===== config.mk =====
export PLATFORM = sky130hd
export DESIGN_NAME = memory_arbiter
export DESIGN_NICKNAME = d
export VERILOG_FILES = /design/src/rtl/memory_arbiter_pkg.sv /design/src/rtl/memory_arbiter_slot.sv /design/src/rtl/memory_arbiter.sv
export SDC_FILE = /design/constraint.sdc
export NUM_CORES = 1
export LEC_CHECK = 0
export ABC_CLOCK_PERIOD_IN_PS = 2500
export BUFFER_PORTS_ARGS = -buffer_cell sky130_fd_sc_hd__buf_2
export CORE_MARGIN = 4
export CORE_UTILIZATION = 50
export CTS_CLUSTER_DIAMETER = 30
export DETAILED_ROUTE_END_ITERATION = 7
export PLACE_DENSITY_LB_ADDON = 0.25
export SETUP_SLACK_MARGIN = 0.1
export SLEW_MARGIN = 40
export SYNTH_ARGS = -nofsm -noshare
export SYNTH_HDL_FRONTEND = slang
export SYNTH_SLANG_ARGS = --single-unit

===== constraint.sdc =====
create_clock -name clk -period 2.5 [get_ports clk]
set_clock_uncertainty 0.1 [all_clocks]
set_input_delay 0.375 -clock clk [delete_from_list [all_inputs] [get_ports clk]]
set_output_delay 0.375 -clock clk [all_outputs]
set_load 0.005 [all_outputs]

===== src/rtl/memory_arbiter_pkg.sv =====
// Arbiter state encoding and the memory-port / arbiter register types
// shared by the fetch, decode and memory-interface blocks.
package constants;

   typedef enum logic [1:0] {
      arb_idle,
      arb_ibusy,
      arb_dbusy
   } arb_state_t;

endpackage

package wires;

   import constants::*;

   typedef struct packed {
      logic        mem_valid;
      logic        mem_instr;
      logic [31:0] mem_addr;
      logic [31:0] mem_wdata;
      logic [3:0]  mem_wstrb;
   } mem_in_type;

   typedef struct packed {
      logic        mem_ready;
      logic [31:0] mem_rdata;
   } mem_out_type;

   // A pending slot reuses the request layout; mem_valid marks it occupied.
   typedef struct packed {
      arb_state_t state;
      mem_in_type ipend;
      mem_in_type dpend;
   } mem_arbiter_reg_type;

   localparam mem_arbiter_reg_type init_mem_arbiter_reg = '{
      state: arb_idle,
      ipend: '0,
      dpend: '0
   };

endpackage


===== src/rtl/memory_arbiter_slot.sv =====
// Single-entry request buffer: next-value logic for one pending slot.
// Set captures the incoming request and wins over clear.
module mem_request_slot
   import wires::*;
(
   input  mem_in_type slot_q_i,
   input  logic       set_i,
   input  logic       clr_i,
   input  mem_in_type req_i,
   output mem_in_type slot_d_o
);

   always_comb begin
      slot_d_o = slot_q_i;
      if (clr_i) begin
         slot_d_o.mem_valid = 1'b0;
      end
      if (set_i) begin
         slot_d_o           = req_i;
         slot_d_o.mem_valid = 1'b1;
      end
   end

endmodule


===== src/rtl/memory_arbiter.sv =====
// Shares the external memory port between fetch (imem) and load/store (dmem):
// one transaction in flight, one buffered request per requester, dmem first.
module memory_arbiter
   import constants::*;
   import wires::*;
(
   input  logic        clk,
   input  logic        rst,
   input  mem_in_type  imem_in,
   output mem_out_type imem_out,
   input  mem_in_type  dmem_in,
   output mem_out_type dmem_out,
   output mem_in_type  mem_in,
   input  mem_out_type mem_out
);

   mem_arbiter_reg_type r_q;
   mem_arbiter_reg_type rin_d;
   arb_state_t          state_d;
   mem_in_type          ipend_d;
   mem_in_type          dpend_d;
   logic                iset;
   logic                iclr;
   logic                dset;
   logic                dclr;

   mem_request_slot u_islot (
      .slot_q_i (r_q.ipend),
      .set_i    (iset),
      .clr_i    (iclr),
      .req_i    (imem_in),
      .slot_d_o (ipend_d)
   );

   mem_request_slot u_dslot (
      .slot_q_i (r_q.dpend),
      .set_i    (dset),
      .clr_i    (dclr),
      .req_i    (dmem_in),
      .slot_d_o (dpend_d)
   );

   // Outputs are held quiet while rst is asserted so nothing leaks out mid-reset.
   always_comb begin
      state_d  = r_q.state;
      mem_in   = '0;
      imem_out = '0;
      dmem_out = '0;
      iset     = 1'b0;
      iclr     = 1'b0;
      dset     = 1'b0;
      dclr     = 1'b0;
      if (rst) begin
         unique case (r_q.state)
            arb_idle: begin
               if (r_q.dpend.mem_valid) begin
                  mem_in  = r_q.dpend;
                  dclr    = 1'b1;
                  iset    = imem_in.mem_valid;
                  state_d = arb_dbusy;
               end else if (r_q.ipend.mem_valid) begin
                  mem_in  = r_q.ipend;
                  iclr    = 1'b1;
                  dset    = dmem_in.mem_valid;
                  state_d = arb_ibusy;
               end else if (dmem_in.mem_valid) begin
                  mem_in  = dmem_in;
                  iset    = imem_in.mem_valid;
                  state_d = arb_dbusy;
               end else if (imem_in.mem_valid) begin
                  mem_in  = imem_in;
                  state_d = arb_ibusy;
               end
            end
            arb_ibusy: begin
               iset = imem_in.mem_valid;
               dset = dmem_in.mem_valid;
               if (mem_out.mem_ready) begin
                  imem_out = mem_out;
                  state_d  = arb_idle;
               end
            end
            arb_dbusy: begin
               iset = imem_in.mem_valid;
               dset = dmem_in.mem_valid;
               if (mem_out.mem_ready) begin
                  dmem_out = mem_out;
                  state_d  = arb_idle;
               end
            end
            default: state_d = arb_idle;
         endcase
      end
   end

   assign rin_d = '{state: state_d, ipend: ipend_d, dpend: dpend_d};

   always_ff @(posedge clk) begin
      if (!rst) begin
         r_q <= init_mem_arbiter_reg;
      end else begin
         r_q <= rin_d;
      end
   end

   a_ipend_overrun: assert property (@(posedge clk) disable iff (!rst)
      !(imem_in.mem_valid && r_q.ipend.mem_valid));

   a_dpend_overrun: assert property (@(posedge clk) disable iff (!rst)
      !(dmem_in.mem_valid && r_q.dpend.mem_valid));

endmodule


==> results of run 1 <==
tightest hold or removal path, stage by stage:
cell and delay, ns:
buf_2 0.10, nand2_1 0.04, o21ai_0 0.06
routing by layer:
layer,vias up,part of all wire,global-route usage
li1,3975,-,-
met1,3569,0.41,0.2910
met3,35,0.064,0.05625
met4,0,0.024,0.09645
met5,-,0,0
met2,246,0.50,0.4518
repair_timing:
item,CTS,global route
resized for setup,4,4
setup endpoints to repair,124,90
buffers inserted,4,0
cloned,1,0
pin swaps,1,0
hold buffers,0,0
cell usage after synthesis, drive strengths merged (3+ instances only):
master  count  area [sq um]
mux2i     207          2072
buf        45         322.8
nor2b      73         456.7
o21ai     141         709.4
nor2       70         262.8
dfxtp     142          2843
ha          4         50.05
nand3      71         367.9
and2       64         400.4
nand2     140         525.5
inv         3         11.26
clkbuf     47         176.4
nand2b      3         18.77
cells in the final DEF (no fill, tap or decap), types with 2 or more instances in the layout:
cell type,Yosys,routed
and2_1,64,64
and3_4,0,2
buf_12,0,7
buf_2,21,308
buf_4,4,8
buf_6,15,4
bufinv_16,0,2
clkbuf_16,0,17
clkbuf_8,0,4
clkinv_2,0,3
clkinvlp_4,0,3
dfxtp_1,142,140
dfxtp_4,0,2
diode_2,0,6
ha_1,4,3
inv_1,3,3
inv_4,0,2
mux2i_1,207,207
nand2_1,140,140
nand2b_1,3,3
nand3_1,70,70
nor2_1,70,70
nor2b_1,73,73
o21ai_0,139,139
cells by family (layout without fill, tap and decap cells):
group | count (synthesis) | count (layout) | synth area share
mux | 207 | 207 | 0.2497
flops | 142 | 142 | 0.3426
compound gates | 146 | 146 | 0.09062
other cells | 0 | 6 | 0
buf+inv | 95 | 362 | 0.06152
fa+ha+maj | 4 | 4 | 0.006032
simple gates | 426 | 427 | 0.2495
path summary, 6_finish.rpt:
check | from | to | slack (ns) | cells past startpoint
hold reg to reg | r_q[12] | r_q[12] | 0.37 | 2
hold / removal | dmem_in[10] | r_q[10] | 0.11 | 3
setup reg to reg | r_q[69] | r_q[33] | 0.41 | 6
setup / recovery | r_q[139] | mem_in[31] | 0.10 | 5
metrics by stage:
stage               cell area, sq um  power (W)  hold slack, ns  utilization  worst slack, ns
detailed placement              9864   0.007834          0.3618       0.6143           0.3003
floorplan                       8298   0.006614          0.3363            -           0.5979
finish                         10540    0.01041          0.1119       0.6562           0.1043
global placement                9861   0.007732          0.3447       0.6141           0.3145
global route                   10540    0.01109          0.1051       0.6562          0.04939
CTS                            10500    0.01044         0.09533       0.6541          0.09617
power by group:
part           leakage [nW]  internal [W]  total (W)  switching (W)
registers              1.16       0.00298    0.00335       0.000365
clock network         0.288       0.00156    0.00251       0.000950
logic                  3.28       0.00198    0.00455        0.00257
total                  4.73       0.00652     0.0104        0.00388
area by class of cell:
cell class / instances / area, sq um
Antenna cell: 6 / 15.01
Clock buffer: 21 / 480.5
Clock inverter: 10 / 110.1
Fill cell: 1409 / 5520
Inverter: 3 / 11.26
Multi-Input combinational cell: 784 / 4986
Sequential cell: 142 / 2850
Tap cell: 216 / 270.3
Timing Repair Buffer: 328 / 1814
==> results_dict.tcl, run 1 <==
set metrics [dict create \
    outcome "finished clean" \
    place_congestion 0.7902 \
    clock_path_buffers 2 \
    worst_pin_slew_ns 0.8148 \
    required_ns 2.03 \
    hold_viol_final 0 \
    die_x_microns 136.8 \
    netlist_area_sq_mm 0.008298 \
    yosysUniqueCellTypes 28 \
    dp_hpwl_mm 16.93 \
    syn-instance-count 1020 \
    rsz0062_at_grt "yes" \
    top_register "r_q" \
    max_slew_margin 0.4568 \
    drv_slew 0 \
    setup_viol 0 \
    path_buf_inv 2 \
    finalCritPeriodShare 0.9583 \
    track_usage 0.2517 \
    async_flop_share 0 \
    startpoint_type "flop" \
    synth-edff-count 0 \
    path_delay_family "simple AND/OR/NAND/NOR gates" \
    path_cells "or4_4 -> nand3_4 -> buf_12 -> nor2_1 -> buf_2" \
    grt_pass1_wl_mm 37.23 \
    postRouteAntennaNets 0 \
    first_pass_iters 5 \
    area_growth_pct 26.99 \
    cts-root-buf "clkbuf_16" \
    io_buffers 310 \
    vias 7825 \
    holdCritPathClass "input port to flop" \
    antenna_found_initial 6 \
    seq_area_frac_synth 0.3426 \
    critPathMaxFanout 18 \
    numPlacedInstances 1468 \
    end_kind "output port" \
    cts_tree "built" \
    synth_top_flop_cell "dfxtp_1" \
    power.density_mw_per_mm2 987.4 \
    numCtsBuffers 17 \
    drt_wl_total_mm 24.60 \
    die_y_microns 136.8 \
    crit_path_max_incr_delay_ns 0.57 \
    final.min_clock_period_ns 2.396 \
    ys_ff_latch 142 \
    clock_latency_ns 0.41 \
    finalNonFillerCells 1510 \
    synth-warning-count 0 \
    fmax_mhz 417.4 \
    boundaryPins 311 \
    clk_pin_slew_ns 0.06 \
    largest_register_ffs 142 \
    avgSynthCellArea_sq_um 8.135 \
    ir_drop_uv 861.1 \
    power.leakage_nw 4.730 \
    initial_core_util 0.5168 \
    h-tree-depth 4 \
    reg_top3 "r_q (142)" \
    tns_ns 0 \
    wl_per_cell_microns 16.29 \
    grt_pass1_vias 7352 \
    crit_arrival_ns 1.92 \
    grt_start_max_net_pins 143 \
    drc_errors 0 \
    max_cap_viol_count 0 \
    gr-total-overflow 0 \
    cp_slowest_cell "or4_4" \
    core-area_sq_mm 0.01606 \
    synth_nets 1199 \
    rows 46 \
    final_nets 1455 \
    path_class "flop to output port" \
    initialDrtViolationCount 434 \
    drive_above_1_share 0.2873 \
    clock_sinks 142 \
    die-area_sq_mm 0.01872 \
    avgViaCountPerCell 5.182 \
]
No activity file was read; power rests on OpenSTA's default activity.
==> inputs of run 2 (changes only) <==
ABC_CLOCK_PERIOD_IN_PS = 2950   (was 2500)
CORE_MARGIN = 2   (was 4)
CORE_UTILIZATION = 54   (was 50)
clock period = 2.95 ns   (was 2.5 ns; I/O delays follow)
==> results_dict.tcl, run 2 (synthesized netlist as in run 1, its figures left out) <==
set metrics [dict create \
    outcome "finished clean" \
    power.leakage_nw 4.722 \
    dp_hpwl_mm 16.37 \
    vias 7807 \
    post_dp_cell_area_sq_mm 0.009821 \
    finalCritPeriodShare 0.9061 \
    largest_register_ffs 142 \
    grt_pass1_wl_mm 36.12 \
    cts_resized 0 \
    postRouteAntennaNets 0 \
    crit_arrival_ns 2.13 \
    initial_core_util 0.5499 \
    clock_sinks 142 \
    cts-root-buf "clkbuf_16" \
    startpoint_type "flop" \
    io_buffers 310 \
    drc_errors 0 \
    drv_slew 0 \
    final_common_cell "buf_2" \
    ir_drop_uv 556.7 \
    end_kind "output port" \
    worstHoldEndpoint "r_q[31]" \
    r2r_slack_ns 0.61 \
    worst_pin_slew_ns 0.8585 \
    h-tree-depth 4 \
    r2r_end "r_q[78]" \
    min_from "dmem_in[31]" \
    max_slew_margin 0.4277 \
    holdCritPathClass "input port to flop" \
    die_x_microns 128.0 \
    tns_ns 0 \
    clock_latency_ns 0.41 \
    place_congestion 0.8847 \
    setup_viol 0 \
    grt_start_max_net_pins 171 \
    drt_wl_total_mm 23.62 \
    initialDrtViolationCount 419 \
    boundaryPins 311 \
    cts_setup_buffers 0 \
    rows 45 \
    core-area_sq_mm 0.01509 \
    fin_hold_ws_ns 0.1761 \
    path_class "flop to output port" \
    cts_tree "built" \
    first_pass_iters 5 \
    final_cell_area_sq_mm 0.01044 \
    final.min_clock_period_ns 2.673 \
    gr-total-overflow 0 \
    reg2reg_from "r_q[141]" \
    rsz0062_at_grt "no" \
    cts_hold_buf 0 \
    startpoint "r_q[69]" \
    min_path_cells 3 \
    wl_per_cell_microns 16.00 \
    critPathMaxFanout 34 \
    final_cell_mix "308 x buf_2, 207 x mux2i_1, 140 x nand2_1, 140 x dfxtp_1, 139 x o21ai_0" \
    power.density_mw_per_mm2 839.4 \
    area_growth_pct 25.77 \
    fmax_mhz 374.1 \
    track_usage 0.2802 \
    final_nets 1451 \
    max_cap_viol_count 0 \
    finalPower_w 0.008760 \
    avgViaCountPerCell 5.289 \
    top_register "r_q" \
    clk_pin_slew_ns 0.06 \
    die-area_sq_mm 0.01637 \
    clock_path_buffers 2 \
    numCtsBuffers 17 \
    antenna_found_initial 3 \
    grt_pass1_vias 7123 \
    hold_viol_final 0 \
    drive_above_1_share 0.2817 \
    die_y_microns 128.0 \
    required_ns 2.41 \
    reg_top3 "r_q (142)" \
    reg2regPathDepth 7 \
]
run 2: critical path: stages, from the launching register on:
cell and delay (ns):
dfxtp_4 0.46, or4_4 0.56, nand3_4 0.11, buf_4 0.33, nor2_1 0.10, buf_2 0.14
run 2: how the worst max path moves through the flow:
stage	to	slack (ns)	cells past startpoint
after floorplan	mem_in[0]	0.98	6
after global placement	imem_out[26]	0.60	4
after detailed placement	imem_out[31]	0.58	4
after CTS	mem_in[11]	0.26	5
after global routing	mem_in[2]	0.18	5
final	mem_in[66]	0.28	5
run 2: report_power, final:
part	internal (W)	total, W	switching, W
Clock	0.00140	0.00221	0.000809
Sequential	0.00253	0.00288	0.000354
Combinational	0.00158	0.00367	0.00209
run 2: stage by stage:
stage	worst slack, ns	util	instances
3_3_place_gp	0.6033	0.6508	1441
6_report	0.2771	0.6916	1476
4_1_cts	0.2613	0.6911	1473
2_1_floorplan	0.9804	-	1020
5_1_grt	0.1752	0.6916	1476
3_5_place_dp	0.5788	0.6508	1441
run 2: final cells by class:
| cell class | instances | area [sq um] |
|---|---|---|
| diodes | 3 | 7.507 |
| clock buffers | 21 | 471.7 |
| clock inverters | 11 | 136.4 |
| fillers | 1261 | 4653 |
| inverters | 3 | 11.26 |
| multi-input cells | 783 | 4964 |
| flip-flops and latches | 142 | 2850 |
| well taps | 188 | 235.2 |
| repair buffers | 325 | 1760 |
run 2: routing by layer:
metal	part of all wire	vias to the layer above	GRT usage
li1	-	3944	-
met1	0.40	3553	0.3068
met2	0.50	265	0.5046
met3	0.064	45	0.07304
met4	0.036	0	0.1325
met5	0	-	0
==> inputs of run 3 (changes only) <==
REMOVE_ABC_BUFFERS = 1   (was default)
==> results_dict.tcl, run 3 (synthesized netlist as in run 1, its figures left out) <==
set metrics [dict create \
    die_y_microns 128.0 \
    critPathMaxFanout 49 \
    rows 45 \
    setup_viol 0 \
    grt_pass1_vias 7210 \
    final.min_clock_period_ns 2.747 \
    rsz0062_at_grt "no" \
    startpoint_type "flop" \
    drive_above_1_share 0.2812 \
    die_x_microns 128.0 \
    core-area_sq_mm 0.01509 \
    power.density_mw_per_mm2 844.6 \
    worst_pin_slew_ns 0.7322 \
    ir_drop_uv 570.0 \
    postRouteAntennaNets 0 \
    n_fill_cell 1294 \
    grt_pass1_wl_mm 35.60 \
    clock_sinks 142 \
    final_common_cell "buf_2" \
    fmax_mhz 364.0 \
    avgViaCountPerCell 5.345 \
    h-tree-depth 4 \
    worst_slack_ns 0.2029 \
    path_cells "or4_4 -> nand3_4 -> buf_12 -> nor2_1 -> buf_2" \
    drc_errors 0 \
    final_nets 1452 \
    grt_start_max_net_pins 186 \
    place_congestion 0.8041 \
    final_cell_mix "308 x buf_2, 207 x mux2i_1, 140 x nand2_1, 140 x dfxtp_1, 139 x o21ai_0" \
    area_growth_pct 26.42 \
    gr-total-overflow 0 \
    clock_path_buffers 2 \
    met1_usage 0.3013 \
    numCtsBuffers 17 \
    max_slew_margin 0.5119 \
    crit_path_max_incr_delay_ns 0.64 \
    cts-root-buf "clkbuf_16" \
    hold_viol_final 0 \
    outcome "finished clean" \
    end_kind "output port" \
    initial_core_util 0.5499 \
    finalCritPeriodShare 0.9312 \
    post_dp_cell_area_sq_mm 0.009833 \
    holdCritPathClass "input port to flop" \
    antenna_found_initial 9 \
    clk_pin_slew_ns 0.06 \
    wl_per_cell_microns 15.78 \
    top_register "r_q" \
    largest_register_ffs 142 \
    numPlacedInstances 1441 \
    required_ns 2.41 \
    busiest_layer "met2" \
    crit_arrival_ns 2.20 \
    io_buffers 310 \
    cts_tree "built" \
    reg_top3 "r_q (142)" \
    clock_latency_ns 0.42 \
    initialDrtViolationCount 446 \
    cts_resized 0 \
    cts_setup_buffers 0 \
    first_pass_iters 5 \
    fin_hold_ws_ns 0.1737 \
    dp_hpwl_mm 15.92 \
    vias 7910 \
    use_met3 0.06678 \
    finalNonFillerCells 1480 \
    path_class "flop to output port" \
    path_buf_inv 2 \
    cts_hold_buf 0 \
    power.leakage_nw 4.742 \
    final_cell_area_sq_mm 0.01049 \
    track_usage 0.2744 \
    boundaryPins 311 \
    tns_ns 0 \
    drt_wl_total_mm 23.36 \
    cp_slowest_cell "or4_4" \
    multi_input_area_sq_mm 0.004974 \
    die-area_sq_mm 0.01637 \
    path_delay_family "simple AND/OR/NAND/NOR gates" \
    regArea_sq_mm 0.002850 \
    drv_slew 0 \
    max_cap_viol_count 0 \
    use_met2 0.4929 \
    dp_slack_ns 0.5797 \
]
==> run 3: final cells by class <==
type | count | share of cell area
Timing Repair Buffer | 325 | 0.1690
Multi-Input combinational cell | 784 | 0.4741
Clock inverter | 5 | 0.009542
Clock buffer | 25 | 0.05021
Inverter | 3 | 0.001073
Antenna cell | 8 | 0.001908
Sequential cell | 142 | 0.2717
Tap cell | 188 | 0.02242
==> run 3: final timing paths <==
check | from | end | slack (ns) | depth (start not counted)
setup / recovery | r_q[139] | mem_in[16] | 0.20 | 5
hold / removal | dmem_in[54] | r_q[54] | 0.17 | 3
setup reg to reg | r_q[140] | r_q[79] | 0.57 | 7
hold reg to reg | r_q[57] | r_q[57] | 0.36 | 2
==> run 3: power by group <==
group	total, W	switching [W]	internal (W)
registers	0.00295	0.000421	0.00253
logic	0.00364	0.00204	0.00160
clock network	0.00227	0.000791	0.00148
==> run 3: through the flow <==
step | power [W] | utilization
after global placement | 0.006509 | 0.6517
after CTS | 0.008878 | 0.6932
after global routing | 0.009415 | 0.6950
after floorplan | 0.005372 | -
after detailed placement | 0.006594 | 0.6517
final | 0.008860 | 0.6952
==> run 3: tightest hold or removal path: stages <==
cell	delay, ns
buf_2	0.10
nand2_1	0.04
o21ai_0	0.05
==> run 3: metal layers <==
metal / up-vias / wire length [microns]
met2: 262 / 11890
li1: 3966 / -
met3: 53 / 1502
met1: 3627 / 9184
met4: 2 / 761
met5: - / 13
